===== src/rtl/fetch_unit.sv =====
// Instruction fetch stage: program counter, single-outstanding instruction memory reads,
// and a small {pc, word} FIFO presented to the decoder through a valid/ready handshake.
module fetch_unit #(
    parameter logic [31:0] RESET_PC = 32'h0000_0000,
    parameter int          DEPTH    = 2
) (
    input  logic        clk,
    input  logic        rst,
    output logic        imem_req,
    output logic [31:0] imem_addr,
    input  logic        imem_ready,
    input  logic        imem_rvalid,
    input  logic [31:0] imem_rdata,
    input  logic        redirect_valid,
    input  logic [31:0] redirect_pc,
    output logic        inst_valid,
    output logic [31:0] instruction,
    output logic [31:0] inst_pc,
    input  logic        inst_ready
);
    localparam int               PTR_W    = $clog2(DEPTH);
    localparam int               CNT_W    = $clog2(DEPTH + 1);
    localparam logic [31:0]      NOP      = 32'h0000_0013;
    localparam logic [CNT_W:0]   DEPTH_C  = (CNT_W + 1)'(DEPTH);
    localparam logic [CNT_W-1:0] FULL     = CNT_W'(DEPTH);
    localparam logic [PTR_W-1:0] LAST_PTR = PTR_W'(DEPTH - 1);

    logic [31:0]      fetch_pc_q, fetch_pc_d;
    logic [31:0]      req_pc_q, req_pc_d;
    logic             outstanding_q, outstanding_d;
    logic             discard_q, discard_d;
    logic [CNT_W-1:0] count_q, count_d;
    logic [PTR_W-1:0] rd_ptr_q, rd_ptr_d;
    logic [PTR_W-1:0] wr_ptr_q, wr_ptr_d;
    logic [31:0]      fifo_pc_q   [DEPTH];
    logic [31:0]      fifo_word_q [DEPTH];

    logic             resp;
    logic             push;
    logic             pop;
    logic             accept;
    logic [CNT_W:0]   occupancy;

    function automatic logic [PTR_W-1:0] ptr_inc(input logic [PTR_W-1:0] p);
        return (p == LAST_PTR) ? '0 : p + PTR_W'(1);
    endfunction

    // A response is only meaningful while a request is outstanding; a stray rvalid is ignored.
    always_comb begin
        resp        = imem_rvalid && outstanding_q;
        inst_valid  = (count_q != '0);
        pop         = inst_valid && inst_ready && !redirect_valid;
        push        = resp && !discard_q && !redirect_valid;
        occupancy   = {1'b0, count_q} + {{CNT_W{1'b0}}, outstanding_q}
                    - {{CNT_W{1'b0}}, pop};
        imem_req    = !rst && !redirect_valid && (!outstanding_q || imem_rvalid)
                    && (occupancy < DEPTH_C);
        accept      = imem_req && imem_ready;
        imem_addr   = fetch_pc_q;
        instruction = inst_valid ? fifo_word_q[rd_ptr_q] : NOP;
        inst_pc     = inst_valid ? fifo_pc_q[rd_ptr_q] : 32'h0;
    end

    always_comb begin
        fetch_pc_d    = fetch_pc_q;
        req_pc_d      = req_pc_q;
        outstanding_d = outstanding_q;
        discard_d     = discard_q;
        count_d       = count_q;
        rd_ptr_d      = rd_ptr_q;
        wr_ptr_d      = wr_ptr_q;

        if (accept) begin
            outstanding_d = 1'b1;
            req_pc_d      = fetch_pc_q;
            fetch_pc_d    = fetch_pc_q + 32'd4;
        end else if (resp) begin
            outstanding_d = 1'b0;
        end

        if (resp && discard_q) discard_d = 1'b0;
        if (push) wr_ptr_d = ptr_inc(wr_ptr_q);
        if (pop)  rd_ptr_d = ptr_inc(rd_ptr_q);

        case ({push, pop})
            2'b10:   count_d = count_q + CNT_W'(1);
            2'b01:   count_d = count_q - CNT_W'(1);
            default: count_d = count_q;
        endcase

        // Redirect wins: flush, retarget, and poison a response that has not come back yet.
        if (redirect_valid) begin
            fetch_pc_d = {redirect_pc[31:2], 2'b00};
            discard_d  = outstanding_q && !imem_rvalid;
            count_d    = '0;
            rd_ptr_d   = '0;
            wr_ptr_d   = '0;
        end
    end

    always_ff @(posedge clk or posedge rst) begin
        if (rst) begin
            fetch_pc_q    <= RESET_PC;
            req_pc_q      <= RESET_PC;
            outstanding_q <= 1'b0;
            discard_q     <= 1'b0;
            count_q       <= '0;
            rd_ptr_q      <= '0;
            wr_ptr_q      <= '0;
        end else begin
            fetch_pc_q    <= fetch_pc_d;
            req_pc_q      <= req_pc_d;
            outstanding_q <= outstanding_d;
            discard_q     <= discard_d;
            count_q       <= count_d;
            rd_ptr_q      <= rd_ptr_d;
            wr_ptr_q      <= wr_ptr_d;
        end
    end

    // FIFO storage carries no reset; the outputs are masked by inst_valid.
    always_ff @(posedge clk) begin
        if (push) begin
            fifo_pc_q[wr_ptr_q]   <= req_pc_q;
            fifo_word_q[wr_ptr_q] <= imem_rdata;
        end
    end

    assert property (@(posedge clk) disable iff (rst) !(push && count_q == FULL));

endmodule


===== config.mk =====
export PLATFORM = sky130hd
export DESIGN_NAME = fetch_unit
export DESIGN_NICKNAME = d
export VERILOG_FILES = /design/src/rtl/fetch_unit.sv
export SDC_FILE = /design/constraint.sdc
export NUM_CORES = 1
export LEC_CHECK = 0
export CAP_MARGIN = 0
export CORE_ASPECT_RATIO = 0.5
export CORE_MARGIN = 4
export CORE_UTILIZATION = 45
export CTS_BUF_LIST = sky130_fd_sc_hd__clkbuf_16
export DETAILED_ROUTE_END_ITERATION = 7
export PLACE_DENSITY = 0.7
export SLEW_MARGIN = 20
export SYNTH_ARGS = -nofsm -noshare
export SYNTH_HDL_FRONTEND = slang
export SYNTH_SLANG_ARGS = --single-unit

===== constraint.sdc =====
create_clock -name clk -period 16.3 [get_ports clk]
set_input_delay 3.26 -clock clk [delete_from_list [all_inputs] [get_ports clk]]
set_output_delay 3.26 -clock clk [all_outputs]
set_load 0.1 [all_outputs]

Word level (Yosys, flattened, before mapping):

Memory sizes are Yosys's and may differ from the RTL's.
Index checks and enable logic that the tools add are counted.
Widths: inputs -> output; s select.

* register bits after elaboration: 70
* bits in writable memories: 128
* input bits: 70
* output and inout port bits: 98
* logic and storage cells: 61
* memories kept: 2

* add/sub/neg operators: 7
* magnitude comparators: 1
* equality and inequality tests: 2
* mux-type cells: 18
* reductions and logical operators: 24

Memories
* fifo_pc_q: words 2, bits a word 32, read ports 1, clocked after Yosys merged registers in 0, wr ports 1, line 35 `logic [31:0] fifo_pc_q [DEPTH];`
* fifo_word_q: words 2, bits a word 32, read ports 1, clocked after Yosys merged registers in 0, wr ports 1, line 36 `logic [31:0] fifo_word_q [DEPTH];`

Operator list (number)
* $mux 32: 4
* $add 32x3->32 const B: 1
* $mux 1: 12
* $reduce_bool 2->1: 6
* $logic_and 1x1->1: 11
* $logic_not 1->1: 5
* $pmux 2 s2: 1
* $add 2x1->3: 1
* $lt 3x2->1 const B: 1
* $reduce_bool 3->1: 1
* $sub 3x1->3: 1
* $add 1x1->1 const B: 2
* $add 2x1->2 const B: 1
* $eq 2x1->1 const B: 1
* $eq 2x2->1 const B: 1
* $mux 2: 1
* $sub 2x1->2 const B: 1
* $logic_or 1x1->1: 1

Depth between registers and ports, before layout:

Gate-level depths: netlist (run 1).

* depth in word-level cells: 9
* depth in mapped cells: 16
* depth with buffers taken out: 12

Least setup slack after synthesis (run 1):

No wires, ideal clock.

* path kind: input -> register
* start point: input redirect_valid
* end point: memory fifo_pc_q[1][10] (enable)
* setup time: 0.571 ns
* data arrival time: 8.405 ns
* data required time: 15.729 ns
* setup slack: 7.323 ns
* stages: 4
* buffers on the path: 3
* path through: buf_2 > buf_1 > clkbuf_1 > nor3b_1

* word-level cells in the longest chain between the ends: 4

RTL lines
* from (decl): line 14 `input logic redirect_valid,`
* $logic_not 1->1: line 53 `push = resp && !discard_q && !redirect_valid;`
* $logic_and 1x1->1: line 53
* $mux 1: line 123 `if (push) begin`
* $mux 1 (not written as such): line 124 `fifo_pc_q[wr_ptr_q] <= req_pc_q;`
* to (decl): line 35

No other way between the ends.

Worst setup path in the final report (run 1):

* start point: input redirect_valid
* end point: output imem_req

* word-level cells in the longest chain between the ends: 5
* elaborated cells on any way between the ends: 7
* classes of those cells: add/sub: 1; order compare: 1; reduce/logical: 5

RTL lines
* $logic_not 1->1 *: line 52, 56
* $logic_and 1x1->1: line 52 `pop = inst_valid && inst_ready && !redirect_valid;`
* $sub 3x1->3: line 55 `- {{CNT_W{1'b0}}, pop};`
* $lt 3x2->1: line 57 `&& (occupancy < DEPTH_C);`
* $logic_and 1x1->1 *: line 57
* to (decl): line 9 `output logic imem_req,`

Every way passes the cells marked *; elsewhere a longest branch is shown, timed or not.

==> impl_metrics.json, run 1 <==
{
  "period_needed_ps": 10210,
  "hold_viol_final": 0,
  "reg2reg_setup_slack_ps": 11540,
  "fp.dieW_um": 197,
  "synth_area_leader_cell": "edfxtp_1",
  "total_power_mw": 1.20,
  "crit_path_end_kind": "output port",
  "grt_pass1_wl_um": 29800,
  "grt_use_met1": 0.264,
  "ant_nets": 0,
  "met3_usage": 0.0310,
  "seq_power_share": 0.489,
  "place_hpwl_um": 12100,
  "ys_top_cells_by_area": "edfxtp_1 (46%), dfrtp_1 (21%), mux2i_1 (8.1%), nand2_1 (4.6%), nor2_1 (3.5%)",
  "hold_path.class": "reg2reg",
  "p_sw_frac": 0.313,
  "clockBufferDepth": 2,
  "post-place-cells": 1011,
  "cts-resized-gates": 0,
  "instances_no_fill": 1044,
  "synth_cells": 644,
  "grt_pass1_vias": 5665,
  "p_int_mw": 0.824,
  "grt_overflow": 0,
  "numClockSinks": 190,
  "syn_area_per_cell_sq_um": 12.5,
  "die_y_um": 103,
  "portBuffers": 161,
  "firstDrtPassIters": 5,
  "grt_use_total": 0.188,
  "power.density_mw_per_mm2": 115,
  "final_util": 0.600,
  "outcome": "finished, final reports clean",
  "synth_flop_cell": "edfxtp_1",
  "pin_count": 168,
  "critPathLaunchType": "input port",
  "cts_buffers": 17,
  "core_area_sq_mm": 0.0174,
  "start_util": 0.462,
  "r2r_cells": 14,
  "grt_start_max_net_pins": 67,
  "reg2reg_to": "imem_addr[31]",
  "drtIter0Drc": 413,
  "nFillCells": 1438,
  "nNetsFinal": 870,
  "final.period_utilization": 0.626,
  "p_comb_frac": 0.170,
  "hold_buffers": 0,
  "worstSetupPathType": "in2out",
  "cts_tree": "built",
  "drc": 0,
  "whs_ps": 477,
  "crit_fanout": 46,
  "clockRootBuffer": "clkbuf_16",
  "synthArstFlopShare": 0.347,
  "endpoint": "imem_req",
  "report.final.slew_viol_count": 0,
  "r2r_start": "count_q[1]",
  "antenna_cells": 0,
  "via_per_inst": 5.31,
  "ys_warn_count": 0,
  "clock.fmax_ghz": 0.0979,
  "cts_setup_buffers": 0,
  "clk_latency_ps": 430,
  "die_area_sq_mm": 0.0202,
  "fin_worst_skew_ps": 15.5,
  "slew_headroom": 0.316,
  "ys_seq_elements": 190,
  "top_usage_layer": "met2",
  "vdd_drop_max_uv": 69.0,
  "synth_most_common_cell": "edfxtp_1",
  "synth_enable_flop_cells": 124,
  "row_count": 34,
  "cts.clk_slew.worst_paths_ps": 70,
  "use_met2": 0.310,
  "vias": 5541,
  "layout-drive-gt1-share": 0.0691,
  "htreeDepth": 4,
  "syn_area_sq_mm": 0.00805,
  "crit_required_ps": 13040,
  "switchingPower_mw": 0.375,
  "yosysSeqAreaShare": 0.668,
  "cap_violations": 0,
  "antenna_found_initial": 0,
  "synth.distinct_cells": 59,
  "finalWirelength_um": 18600,
  "area_growth_pct": 30.0,
  "tightest_slew_ps": 1020,
  "synth_top_cells_by_count": "edfxtp_1 (124), nand2_1 (99), nor2_1 (74)",
  "p_clk_frac": 0.341,
  "setup_violations": 0,
  "wl_per_cell_um": 17.8,
  "rsz0062_at_grt": "false",
  "gp_congestion": 0.845,
  "tns_ps": 0,
  "power_leakage_nw": 3.77,
  "critical_path.startpoint": "redirect_valid",
  "synth_top_area_frac": 0.463,
  "critPathArrivalTime_ps": 6950
}
[state kept, by name, summed over array words and instances, names as in the netlist]
signal	count
count_q	2
discard_q	1
fifo_pc_q	60
fifo_word_q	64
imem_addr	30
outstanding_q	1
rd_ptr_q	1
req_pc_q	30
wr_ptr_q	1
[cell families (layout without fill, tap and decap cells)]
logic type | after synthesis | in the layout | synth area share
fa+ha+maj | 3 | 3 | 0.00559
xor+xnor | 6 | 6 | 0.00653
other cells | 1 | 4 | 0.000466
buf+inv | 56 | 219 | 0.0319
flops | 190 | 190 | 0.668
compound gates | 77 | 77 | 0.0653
mux | 67 | 67 | 0.0836
simple gates | 244 | 244 | 0.139
[power by group through the flow]
stage / Clock, mW / Combinational, mW / Sequential [mW]
2_1_floorplan: 0 / 0.0911 / 0.643
3_3_place_gp: 0 / 0.200 / 0.595
3_5_place_dp: 0 / 0.203 / 0.598
4_1_cts: 0.418 / 0.204 / 0.587
5_1_grt: 0.440 / 0.216 / 0.592
6_report: 0.410 / 0.204 / 0.587
[stage by stage]
step	area, sq um	worst slack, ps
detailed placement	9850	6120
global placement	9850	6110
floorplan	8060	7320
global route	10500	5910
finish	10500	6090
CTS	10400	6100
[layout make-up]
type / instances / area (sq um) / share of cell area
Sequential cell: 190 / 5380 / 0.514
Multi-Input combinational cell: 401 / 2450 / 0.234
Timing Repair Buffer: 169 / 1690 / 0.162
Clock buffer: 18 / 450 / 0.0430
Tap cell: 234 / 293 / 0.0280
Clock inverter: 14 / 139 / 0.0133
Inverter: 18 / 67.6 / 0.00645
[placed cells by master, fill, tap and decap left out, types with 2 or more instances in the layout]
cell type and count:
clkdlybuf4s50_1 161, edfxtp_1 124, nand2_1 99, nor2_1 73
mux2i_1 65, dfrtp_1 65, nand3_1 23, clkbuf_16 18
inv_1 17, o21ai_0 13, o21ai_1 9, a21oi_1 9
a22oi_1 7, or4_1 7, nand4_1 7, o211ai_1 7
buf_4 7, o21bai_1 5, nor4_1 5, inv_6 5
and2_1 4, a221o_1 4, a21o_1 4, conb_1 4
inv_8 4, xnor2_1 3, nand2_2 3, o31a_1 3
a31oi_1 3, o311ai_1 3, xor2_1 3, clkinv_4 3
nand2b_1 2, mux2_1 2, nor3_1 2, nand4_2 2
nor3b_1 2, or3_1 2, ha_1 2
[how the worst min path moves through the flow]
stage                 startpoint                to  slack, ps  cells past startpoint
finish              req_pc_q[10]  fifo_pc_q[0][10]        480                      0
global route        req_pc_q[30]  fifo_pc_q[0][30]        490                      0
CTS                 req_pc_q[12]  fifo_pc_q[1][12]        480                      0
detailed placement  req_pc_q[20]  fifo_pc_q[1][20]        460                      0
global placement    req_pc_q[15]  fifo_pc_q[0][15]        450                      0
floorplan           req_pc_q[22]  fifo_pc_q[0][22]        430                      0
[routing by layer]
metal  up-vias  wire, um
met2       129      8860
met1      2775      8710
met4         0       235
met3        18       788
li1       2619         -
met5         -         0
[worst max-delay path, stage by stage]
cell and delay [ps]:
clkdlybuf4s50_1 450, buf_4 420, nor2_1 120, ha_1 280, nand2b_1 150, fa_1 380, xnor2_1 140, and4_1 500
clkdlybuf4s50_1 1240
Note: power is estimated with default switching activity, not from simulation.
==> run 2: changes to the inputs <==
PLACE_DENSITY = 0.73   (was 0.7)
clock period = 8.6 ns   (was 16.3 ns; I/O delays follow)
==> run 2 against run 1 <==
Non-clock buffer count unchanged. Global-route usage decreased by 0.26 points. Combinational power increased by 89%. Register-to-register slack got worse by 7600 ps. Critical path type unchanged.
==> impl_metrics.json, run 2 (same netlist as run 1, synthesis figures left out) <==
{
  "outcome": "finished, final reports clean",
  "grt_pass1_vias": 5524,
  "wl_per_cell_um": 17.7,
  "antenna_found_initial": 0,
  "switchingPower_mw": 0.713,
  "crit_fanout": 46,
  "top_register": "fifo_word_q",
  "place_area_sq_mm": 0.00985,
  "hold_path.class": "reg2reg",
  "vdd_drop_max_uv": 140,
  "final_cell_area_sq_mm": 0.0104,
  "htreeDepth": 4,
  "core_area_sq_mm": 0.0174,
  "cts_setup_buffers": 0,
  "portBuffers": 161,
  "cts-resized-gates": 0,
  "critPathArrivalTime_ps": 4580,
  "firstDrtPassIters": 5,
  "finalWirelength_um": 18500,
  "worstSetupPathType": "in2out",
  "fp.dieW_um": 197,
  "period_needed_ps": 6300,
  "layout_common_cells": "clkdlybuf4s50_1 (160), edfxtp_1 (124), nand2_1 (99)",
  "cts.clk_slew.worst_paths_ps": 80,
  "largest_reg_flops": 64,
  "crit_required_ps": 6880,
  "grt_overflow": 0,
  "top_regs": "fifo_word_q x64, fifo_pc_q x60",
  "seq_power_share": 0.493,
  "final.period_utilization": 0.732,
  "fin_worst_skew_ps": 13.6,
  "setup_violations": 0,
  "met3_usage": 0.0304,
  "layout-drive-gt1-share": 0.0691,
  "p_sw_frac": 0.316,
  "drc": 0,
  "cts_tree": "built",
  "power_leakage_nw": 3.77,
  "crit_path_end_kind": "output port",
  "start_util": 0.462,
  "use_met2": 0.300,
  "grt_pass1_wl_um": 29400,
  "grt_use_total": 0.185,
  "hold_viol_final": 0,
  "p_clk_frac": 0.336,
  "cts_buffers": 17,
  "clk_latency_ps": 420,
  "via_per_inst": 5.29,
  "clock.fmax_ghz": 0.159,
  "nFillCells": 1406,
  "slew_headroom": 0.293,
  "ant_nets": 0,
  "nNetsFinal": 870,
  "total_power_mw": 2.26,
  "power.density_mw_per_mm2": 216,
  "row_count": 34,
  "worstHoldPathCells": 0,
  "area_growth_pct": 29.7,
  "place_hpwl_um": 12000,
  "tns_ps": 0,
  "antenna_cells": 0,
  "clockBufferDepth": 2,
  "p_int_mw": 1.55,
  "hold_buffers": 0,
  "die_y_um": 103,
  "drtIter0Drc": 339,
  "p_comb_frac": 0.171,
  "r2r_cells": 14,
  "final_common_cell": "clkdlybuf4s50_1",
  "report.final.slew_viol_count": 0,
  "tightest_slew_ps": 1060,
  "vias": 5521,
  "top_usage_layer": "met2",
  "critPathLaunchType": "input port",
  "rsz0062_at_grt": "false",
  "clockRootBuffer": "clkbuf_16",
  "numClockSinks": 190,
  "grt_use_met1": 0.263,
  "gp_congestion": 0.867,
  "die_area_sq_mm": 0.0202,
  "cap_violations": 0,
  "grt_start_max_net_pins": 67,
  "pin_count": 168
}
## run 2: per-layer routing
layer  vias up  wire (um)
met3        18        893
met2       159       8810
met4         0        256
met1      2729       8540
met5         -          0
li1       2615          -
## run 2: critical path, cell delays in order
cell	delay [ps]
clkdlybuf4s50_1	450
buf_4	420
nor2_1	110
ha_1	280
nand2b_1	150
fa_1	380
xnor2_1	120
and4_1	530
buf_4	390
## run 2: worst paths after layout
path	from	end	slack, ps
max	redirect_valid	imem_req	2300
min	req_pc_q[6]	fifo_pc_q[0][6]	470
min in group asynchronous	rst	rd_ptr_q	1870
min reg2reg	req_pc_q[6]	fifo_pc_q[0][6]	470
max in group asynchronous	rst	rd_ptr_q	6130
max reg2reg	count_q[1]	imem_addr[31]	3940
## run 2: layout make-up
type / instances / area [sq um] / area share
Tap cell: 234 / 293 / 0.0280
Clock buffer: 17 / 425 / 0.0407
Inverter: 18 / 67.6 / 0.00647
Sequential cell: 190 / 5380 / 0.515
Multi-Input combinational cell: 401 / 2450 / 0.234
Timing Repair Buffer: 169 / 1680 / 0.161
Clock inverter: 15 / 151 / 0.0145
## run 2: power by group through the flow
stage	registers, mW	clock network, mW	logic [mW]
4_1_cts	1.12	0.780	0.385
3_3_place_gp	1.13	0	0.379
3_5_place_dp	1.13	0	0.384
6_report	1.11	0.759	0.385
2_1_floorplan	1.22	0	0.173
5_1_grt	1.12	0.817	0.409
## run 2: stage by stage
stage | std cells | util | hold slack [ps] | setup slack (ps)
2_1_floorplan | 647 | - | 435 | 1160
3_3_place_gp | 1011 | 0.565 | 449 | 2320
3_5_place_dp | 1011 | 0.565 | 457 | 2310
4_1_cts | 1043 | 0.598 | 473 | 2290
5_1_grt | 1044 | 0.599 | 490 | 2130
6_report | 1044 | 0.599 | 472 | 2300
==> run 3: changes to the inputs <==
clock period = 5.55 ns   (was 8.6 ns; I/O delays follow)
==> run 3 against run 2 <==
Via count up 0.36%. Clock power up 55%. Routed wire length up 0.14%. Sequential share of layout area down 0.14 points. Combinational power up 55%. Setup slack worse by 1400 ps. Total power up 55%. Critical path depth unchanged. Sequential power up 56%. First-iteration DRC count up 13%. Core utilization up 0.16 points. Register-to-register slack worse by 2100 ps. Critical path type unchanged.
==> impl_metrics.json, run 3 (same netlist as run 1, synthesis figures left out) <==
{
  "hold_path.class": "reg2reg",
  "top_register": "fifo_word_q",
  "pin_count": 168,
  "tns_ps": 0,
  "finalWirelength_um": 18500,
  "whs_ps": 473,
  "gp_congestion": 0.822,
  "antenna_cells": 0,
  "antenna_found_initial": 0,
  "finalWorstSetupSlack_ps": 942,
  "vias": 5541,
  "regArea_sq_mm": 0.00538,
  "reg2reg_setup_slack_ps": 1860,
  "period_needed_ps": 4610,
  "grt_pass1_wl_um": 29100,
  "row_count": 34,
  "setup_violations": 0,
  "reg2reg_to": "imem_addr[14]",
  "clock.fmax_ghz": 0.217,
  "cts_buffers": 17,
  "outcome": "finished, final reports clean",
  "numClockSinks": 190,
  "final.period_utilization": 0.830,
  "hold_viol_final": 0,
  "clk_latency_ps": 420,
  "hold_buffers": 0,
  "largest_reg_flops": 64,
  "grt_use_met1": 0.268,
  "cts-resized-gates": 0,
  "report.final.slew_viol_count": 0,
  "r2r_cells": 13,
  "ant_nets": 0,
  "fp.dieW_um": 197,
  "use_met2": 0.292,
  "layout-drive-gt1-share": 0.0750,
  "place_hpwl_um": 12300,
  "critPathLaunchType": "input port",
  "slew_headroom": 0.309,
  "nNetsFinal": 873,
  "crit_fanout": 6,
  "rsz0062_at_grt": "false",
  "grt_pass1_vias": 5429,
  "r2r_start": "count_q[1]",
  "crit_required_ps": 4440,
  "core_area_sq_mm": 0.0174,
  "drc": 0,
  "top_regs": "fifo_word_q x64, fifo_pc_q x60",
  "start_util": 0.462,
  "cap_violations": 0,
  "layout_common_cells": "clkdlybuf4s50_1 (159), edfxtp_1 (124), nand2_1 (99)",
  "critPathArrivalTime_ps": 3500,
  "htreeDepth": 4,
  "clockBufferDepth": 2,
  "grt_start_max_net_pins": 60,
  "die_y_um": 103,
  "cts_setup_buffers": 0,
  "vdd_drop_max_uv": 257,
  "holdPathEnd": "fifo_pc_q[1][25]",
  "holdCritStartpoint": "req_pc_q[25]",
  "cts.clk_slew.worst_paths_ps": 70,
  "tightest_slew_ps": 1030,
  "clockRootBuffer": "clkbuf_16",
  "fin_worst_skew_ps": 9.48,
  "drtIter0Drc": 384,
  "die_area_sq_mm": 0.0202,
  "area_growth_pct": 30.1,
  "power_leakage_nw": 3.79,
  "portBuffers": 161,
  "power.density_mw_per_mm2": 335,
  "worstSetupPathType": "in2out",
  "worstHoldPathCells": 0,
  "final_util": 0.600,
  "met3_usage": 0.0307,
  "firstDrtPassIters": 4,
  "top_usage_layer": "met2",
  "via_per_inst": 5.29,
  "final_common_cell": "clkdlybuf4s50_1",
  "multi_input_area_sq_mm": 0.00246,
  "final_cell_area_sq_mm": 0.0105,
  "nFillCells": 1387,
  "wl_per_cell_um": 17.7,
  "dpl_worst_slack_ps": 930,
  "critical_path.startpoint": "inst_ready",
  "crit_path_end_kind": "output port",
  "grt_overflow": 0,
  "place_area_sq_mm": 0.00990,
  "grt_use_total": 0.184,
  "cts_tree": "built"
}
## run 3: metrics by stage
| stage | cells | total power [mW] |
|---|---|---|
| floorplan | 647 | 2.15 |
| global placement | 1015 | 2.34 |
| detailed placement | 1015 | 2.36 |
| CTS | 1047 | 3.54 |
| global route | 1047 | 3.64 |
| finish | 1047 | 3.51 |
## run 3: layout make-up
| class | instances | share of cell area |
|---|---|---|
| Sequential cell | 190 | 0.514 |
| Multi-Input combinational cell | 401 | 0.235 |
| Timing Repair Buffer | 172 | 0.162 |
| Clock buffer | 17 | 0.0406 |
| Tap cell | 234 | 0.0280 |
| Clock inverter | 15 | 0.0142 |
| Inverter | 18 | 0.00645 |
## run 3: metal layers
layer,vias up,share of wire
met5,-,0
met3,19,0.046
met2,143,0.47
met1,2746,0.47
li1,2633,-
met4,0,0.014
## run 3: worst max path at each step
stage	to	slack, ps	depth (start not counted)
final	imem_req	940	9
after global routing	imem_req	820	9
after CTS	imem_req	960	9
after detailed placement	imem_addr[14]	930	12
after global placement	imem_req	1020	9
after floorplan	fifo_pc_q[0][10]	920	4
## run 3: power breakdown
group / switching (mW) / internal (mW)
clock: 0.575 / 0.602
sequential: 0.109 / 1.62
combinational: 0.426 / 0.171
## run 3: worst max-delay path, stage by stage
cell and delay, ps:
clkdlybuf4s50_1 530, nand2_1 120, nor2_1 110, ha_1 230
nand2b_1 160, fa_1 390, xnor2_1 140, and4_1 480
buf_12 230
